## src/rtl/paralelo_serial_tx.sv

```systemverilog
// Serial transmit end of the link. After reset it sends N_TRAIN COM symbols
// so the receiver can align. After that it sends accepted bytes, or IDLE when
// no byte is offered. Symbols are serialised MSB first, one bit per clock.
//
// Handshake: ready_out is high for the single cycle before each symbol load
// edge once training is over. A byte is transferred on a rising edge where
// ready_out && valid_in. The producer keeps data_in/valid_in stable until
// that edge. valid_in while ready_out is low is ignored.
module paralelo_serial_tx #(
  parameter logic [7:0] COM     = 8'hBC,
  parameter logic [7:0] IDLE    = 8'h7C,
  parameter int         N_TRAIN = 4
) (
  input  logic       clk_4f,
  input  logic       reset,
  input  logic [7:0] data_in,
  input  logic       valid_in,
  output logic       ready_out,
  output logic       data_out,
  output logic       symbol_strobe,
  output logic       active_out,
  output logic       state_dbg_o
);

  // Wide enough to hold N_TRAIN. The counter only advances in TRAIN, so it
  // stops changing once the link is active.
  localparam int TW = $clog2(N_TRAIN + 1);

  typedef enum logic [0:0] {
    TRAIN  = 1'b0,
    ACTIVE = 1'b1
  } state_e;

  state_e         state_q, state_d;
  logic [2:0]     bit_cnt_q, bit_cnt_d;
  logic [TW-1:0]  train_cnt_q, train_cnt_d;
  logic [7:0]     hold_q, hold_d;
  logic           data_out_q, data_out_d;
  logic           strobe_q, strobe_d;
  logic           active_q, active_d;

  logic           load;
  logic           last_train;
  logic [7:0]     next_sym;

  // A new symbol is taken in whenever the bit counter is about to leave 0.
  assign load       = (bit_cnt_q == 3'd0);
  assign last_train = (train_cnt_q == TW'(N_TRAIN - 1));

  // State register.
  always_ff @(posedge clk_4f or negedge reset) begin
    if (!reset) begin
      state_q <= TRAIN;
    end else begin
      state_q <= state_d;
    end
  end

  // Next state: leave TRAIN on the load edge of the last COM. ACTIVE is final.
  always_comb begin
    state_d = state_q;
    if ((state_q == TRAIN) && load && last_train) begin
      state_d = ACTIVE;
    end
  end

  // FSM outputs: ready and symbol select decoded from registers and inputs.
  always_comb begin
    ready_out   = (state_q == ACTIVE) && load;
    state_dbg_o = state_q;
    next_sym    = COM;
    if (state_q == ACTIVE) begin
      next_sym = valid_in ? data_in : IDLE;
    end
  end

  // Datapath next-state: bit counter, training counter, hold and serial bit.
  always_comb begin
    bit_cnt_d   = bit_cnt_q + 3'd1;
    train_cnt_d = train_cnt_q;
    hold_d      = hold_q;
    data_out_d  = hold_q[3'd7 - bit_cnt_q];
    strobe_d    = 1'b0;
    active_d    = active_q;
    if (load) begin
      hold_d     = next_sym;
      data_out_d = next_sym[7];
      strobe_d   = 1'b1;
      if (state_q == TRAIN) begin
        train_cnt_d = train_cnt_q + TW'(1);
      end else begin
        active_d = 1'b1;
      end
    end
  end

  // Datapath registers. An asynchronous reset aborts any symbol in flight.
  always_ff @(posedge clk_4f or negedge reset) begin
    if (!reset) begin
      bit_cnt_q   <= 3'd0;
      train_cnt_q <= '0;
      hold_q      <= 8'h00;
      data_out_q  <= 1'b0;
      strobe_q    <= 1'b0;
      active_q    <= 1'b0;
    end else begin
      bit_cnt_q   <= bit_cnt_d;
      train_cnt_q <= train_cnt_d;
      hold_q      <= hold_d;
      data_out_q  <= data_out_d;
      strobe_q    <= strobe_d;
      active_q    <= active_d;
    end
  end

  assign data_out      = data_out_q;
  assign symbol_strobe = strobe_q;
  assign active_out    = active_q;

endmodule

```

## config.mk

```make
export PLATFORM = sky130hd
export DESIGN_NAME = paralelo_serial_tx
export DESIGN_NICKNAME = d
export VERILOG_FILES = /design/src/rtl/paralelo_serial_tx.sv
export SDC_FILE = /design/constraint.sdc
export NUM_CORES = 1
export LEC_CHECK = 0
export ABC_AREA = 1
export CAP_MARGIN = 20
export CORE_MARGIN = 5
export CORE_UTILIZATION = 48
export CTS_CLUSTER_DIAMETER = 30
export DETAILED_ROUTE_END_ITERATION = 16
export PLACE_DENSITY = 0.8
export SYNTH_ARGS = -nofsm -noshare
export SYNTH_HDL_FRONTEND = slang
export SYNTH_SLANG_ARGS = --single-unit
```

## constraint.sdc

```tcl
create_clock -name clk_4f -period 1.66 [get_ports clk_4f]
set_input_delay 0.415 -clock clk_4f [delete_from_list [all_inputs] [get_ports clk_4f]]
set_output_delay 0.415 -clock clk_4f [all_outputs]
set_load 0.01 [all_outputs]
```

* After elaboration in Yosys (flattened, before gate mapping)
Cells that the tools add are included.
** Word-level totals
- Register bits :: 18
- Bits in latches :: 0
- RAM bits :: 0
- Memory bits (read-only) :: 0
- Bits of input ports :: 11
- Output and inout bits :: 5
- Memories kept :: 0
** Cells by class
- Add/sub/neg operators :: 3
- Multiply operators :: 0
- Divide/modulo/power cells :: 0
- $lt $le $gt $ge :: 1
- Equal/unequal tests :: 1
- Shift operators :: 0
- Mux-type cells :: 6
- Bitwise logic cells :: 1
- Reductions and logical operators :: 6
** Operators with widths (number)
- 8-bit two-way mux :: 2
- 3-bit by 1-bit adder with 3-bit output, second input constant :: 2
- 3-bit by 4-bit less-than comparator with 1-bit output, second input constant :: 1
- 2-bit AND reduction :: 2
- 1-bit binary-select mux with 3-bit select :: 1
- 3-bit by 2-bit == test with 1-bit output, second input constant :: 1
- 1-bit logical AND :: 3
- 3-bit zero test :: 1
- 1-bit two-way mux :: 3
- 3-bit subtractor, first input constant :: 1
- 1-bit inverter :: 1

* Depth between registers and ports, before layout
- Word-level depth :: 4
- Mapped depth :: 8
- Gate-level depth less buffers :: 8

* Least setup slack after synthesis
OpenSTA, ideal clock, no wires.
- Kind :: flip-flop to output port
- Start point :: reg bit_cnt_q[0]
- End point :: out ready_out
- Data arrival time :: 1.139 ns
- Slack :: 0.106 ns
- Stages on the path, launching flop included :: 7
- Path buffers :: 0
- Cells stage by stage :: dfrtp_1 -> inv_1 -> ha_1 -> inv_1 -> nor2_8 -> inv_6 -> nor2_8
** Between the ends
- Longest elaborated chain between the ends :: 2
** Ends and longest elaborated chain
- from (decl) :: RTL line 35 : logic [2:0] bit_cnt_q, bit_cnt_d;
- from (signal assigned) :: RTL line 107 : bit_cnt_q <= bit_cnt_d;
- 3-bit zero test :: RTL line 47 : assign load = (bit_cnt_q == 3'd0);
- net load :: RTL line 42 : logic load;
- 1-bit logical AND :: RTL line 69 : ready_out = (state_q == ACTIVE) && load;
- to (decl) :: RTL line 18 : output logic ready_out,
The timed path passes the listed nets, and every way through them passes these cells.

* Worst setup path in the final report
- Start point :: reg bit_cnt_q[1]
- End point :: out ready_out
The elaborated chain is that of the path after synthesis.

==> reports/metrics.yaml <==
setup_path:
  slowest_stage: "dfrtp_1"
  worstPathRequired_ns: 1.24
  path_max_fanout: 2
  r2r-start: "bit_cnt_q[1]$_DFF_PN0_"
  startpoint_type: "flop"
  crit_family: "flip-flops"
  worstPathArrival_ns: 1.31
  crit_end: "ready_out"
  startpoint: "bit_cnt_q[1]$_DFF_PN0_"
  reg2reg_to: "train_cnt_q[2]$_DFFE_PN0P_"
  crit_path_end_kind: "output pin"
  crit_chain: "inv_2 > ha_4 > inv_4 > nor2_8 > inv_6 > nor2_8 > buf_6"
  cpMostUsedCell: "nor2_8"
  r2r_cells: 8
  cp.depth: 7
  cp.buffers_inverters: 4
  r2r_slack_ns: 0.30
  critical_path_class: "flop to output pin"
  cpPeakStageDelay_ns: 0.41
clocking:
  clk_path_buf_depth: 2
  cts-root-buf: "clkbuf_4"
  cts_tree: "done"
  clk_pin_slew_ns: 0.10
  htree_levels: 1
  cts_sinks: 18
  numCtsBuffers: 3
  clk_latency_ns: 0.30
  cts_hold_buf: 0
timing:
  min_period_over_period_pct: 104
  setup_ws_ns: -0.0621
  layout_min_cycle_time_ns: 1.72
  rsz0062_at_grt: "true"
  finClkSkew_ns: 0.00463
  maxSlewViolCount: 0
  slew_headroom_pct: 83.0
  fmax_ghz: 0.581
  setup_violations: 1
  worst_slew_pin_slew_ns: 0.254
  hold_viol: 0
die:
  die_h_um: 50.9
  die_x_um: 50.9
  row_count: 14
  start_util_pct: 52.1
  ios: 16
  dieArea_um2: 2590
  core-area_um2: 1540
routing:
  route.met2.wl_um: 863
  drt_iter0_markers: 5
  post_drt_wl_per_cell_um: 12.9
  vias: 652
  ant_nets: 0
  vias_per_cell: 5.02
  drtPass1Iterations: 4
  route.layer.met1.wl_um: 699
  wl_um: 1680
  routed-wl-met3_um: 90
  top_layer: "met4"
  drc: 0
synthesis:
  synth_area_um2: 803
  synth.distinct_cells: 13
  ys_seq_area_share_pct: 56.1
  synthCells: 84
  postSynthAreaPerCell_um2: 9.56
  yosysWarnings: 0
  synth_top_cell_area_share_pct: 56.1
  syn-num-nets: 99
  synth-seq-cells: 18
  yosys.area.top_type: "dfrtp_1"
  yosys-top-cells-area: "dfrtp_1 56%, nand2_1 12%, ha_1 6.2%"
global_routing:
  grt_max_degree: 19
  grt_pass1_vias: 666
  grt_use_total_pct: 15.3
  antenna_found_initial: 0
  grt_pass1_wl_um: 2980
  grt.overflow.total: 0
placed_design:
  dp_hpwl_um: 1310
  io_buffers: 15
  placed_area_um2: 1040
  gp_congestion: 0.904
finish:
  multi_input_area_um2: 334
  n_antenna_cell: 0
  final_area_um2: 1110
  nets: 130
  seq_area_um2: 450
  n_fill_cell: 126
  final_util_pct: 72.0
  layout-drive-gt1-share_pct: 20.2
  syn_to_final_growth_pct: 38.2
flow_run:
  drv_cap: 0
power_and_ir_drop:
  peakVddDrop_v: 0.000661
  power.leakage_nw: 0.551
  power_mw: 0.787
  power_density_nw_per_um2: 709
status:
  run_status: "finished, violations left"
  violations: "negative setup slack"
min_path:
  hold_class: "input port to asynchronous set/reset pin"
-- worst min path at each step --
stage / startpoint / end
after floorplan: reset / active_out$_DFFE_PN0P_
after global placement: active_out$_DFFE_PN0P_ / active_out$_DFFE_PN0P_
after CTS: reset / data_out$_DFF_PN0_
final: reset / data_out$_DFF_PN0_
after global routing: reset / bit_cnt_q[0]$_DFF_PN0_
after detailed placement: active_out$_DFFE_PN0P_ / active_out$_DFFE_PN0P_
-- metrics by stage --
step / instances / hold slack [ns] / setup slack [ns] / setup TNS (ns)
3_5_place_dp: 124 / 0.455 / -0.223 / -0.223
5_1_grt: 130 / 0.448 / -0.128 / -0.128
3_3_place_gp: 124 / 0.452 / -0.198 / -0.198
6_report: 130 / 0.433 / -0.0621 / -0.0621
2_1_floorplan: 84 / 0.119 / 0.106 / 0
4_1_cts: 128 / 0.441 / -0.0747 / -0.0747
-- cells in the mapped netlist --
cell type and instances:
xnor2_1 1, dfrtp_1 18, inv_6 1, nor2_1 9
inv_1 6, xor2_1 1, or2_1 1, nor2_8 2
ha_1 4, o21ai_1 2, a21oi_1 4, nand3_1 10
nand2_1 25
-- report_power, final --
part	internal, mW	switching (mW)
Clock	0.134	0.141
Sequential	0.449	0.00591
Combinational	0.0329	0.0242
-- cell usage in the layout, fill, tap and decap left out, types with 2 or more instances in the layout --
cell type / instances
ha_1: 3
clkbuf_4: 3
dfrtp_1: 18
a21oi_1: 4
buf_4: 11
nand2_1: 25
inv_2: 2
nor2_8: 2
clkdlybuf4s50_1: 12
nand3_1: 10
o21ai_1: 2
nor2_1: 9
inv_1: 3
-- cell families (layout without fill, tap and decap cells) --
family	count (synthesis)	after routing	share of synthesized area (%)
simple gates	47	47	27.9
flops	18	18	56.1
buf+inv	7	37	3.89
compound gates	6	6	3.74
fa+ha+maj	4	4	6.23
xor+xnor	2	2	2.18
-- state kept, by name, indices dropped and copies added (netlist names) --
register,flops
symbol_strobe,1
active_out,1
data_out,1
state_dbg_o,1
bit_cnt_q,3
train_cnt_q,3
hold_q,8
-- final cells by class --
type | count | area share [%]
sequential | 18 | 40.6
timing repair buffer | 26 | 21.2
clock buffer | 4 | 3.27
multi-input combinational | 59 | 30.1
tap | 16 | 1.80
inverter | 7 | 3.04
-- repair_timing --
| action | CTS | global route |
|---|---|---|
| buffers inserted | 0 | 2 |
| pin swaps | 1 | 0 |
| resized for setup | 12 | 1 |
| endpoints found under the setup margin | 2 | 2 |
-- routing by layer --
| metal | vias to the layer above | global-route usage, % |
|---|---|---|
| li1 | 326 | - |
| met1 | 308 | 17.7 |
| met2 | 15 | 26.9 |
| met3 | 3 | 4.07 |
| met4 | 0 | 5.11 |
| met5 | - | 0 |
(Power assumes the default switching activity.)
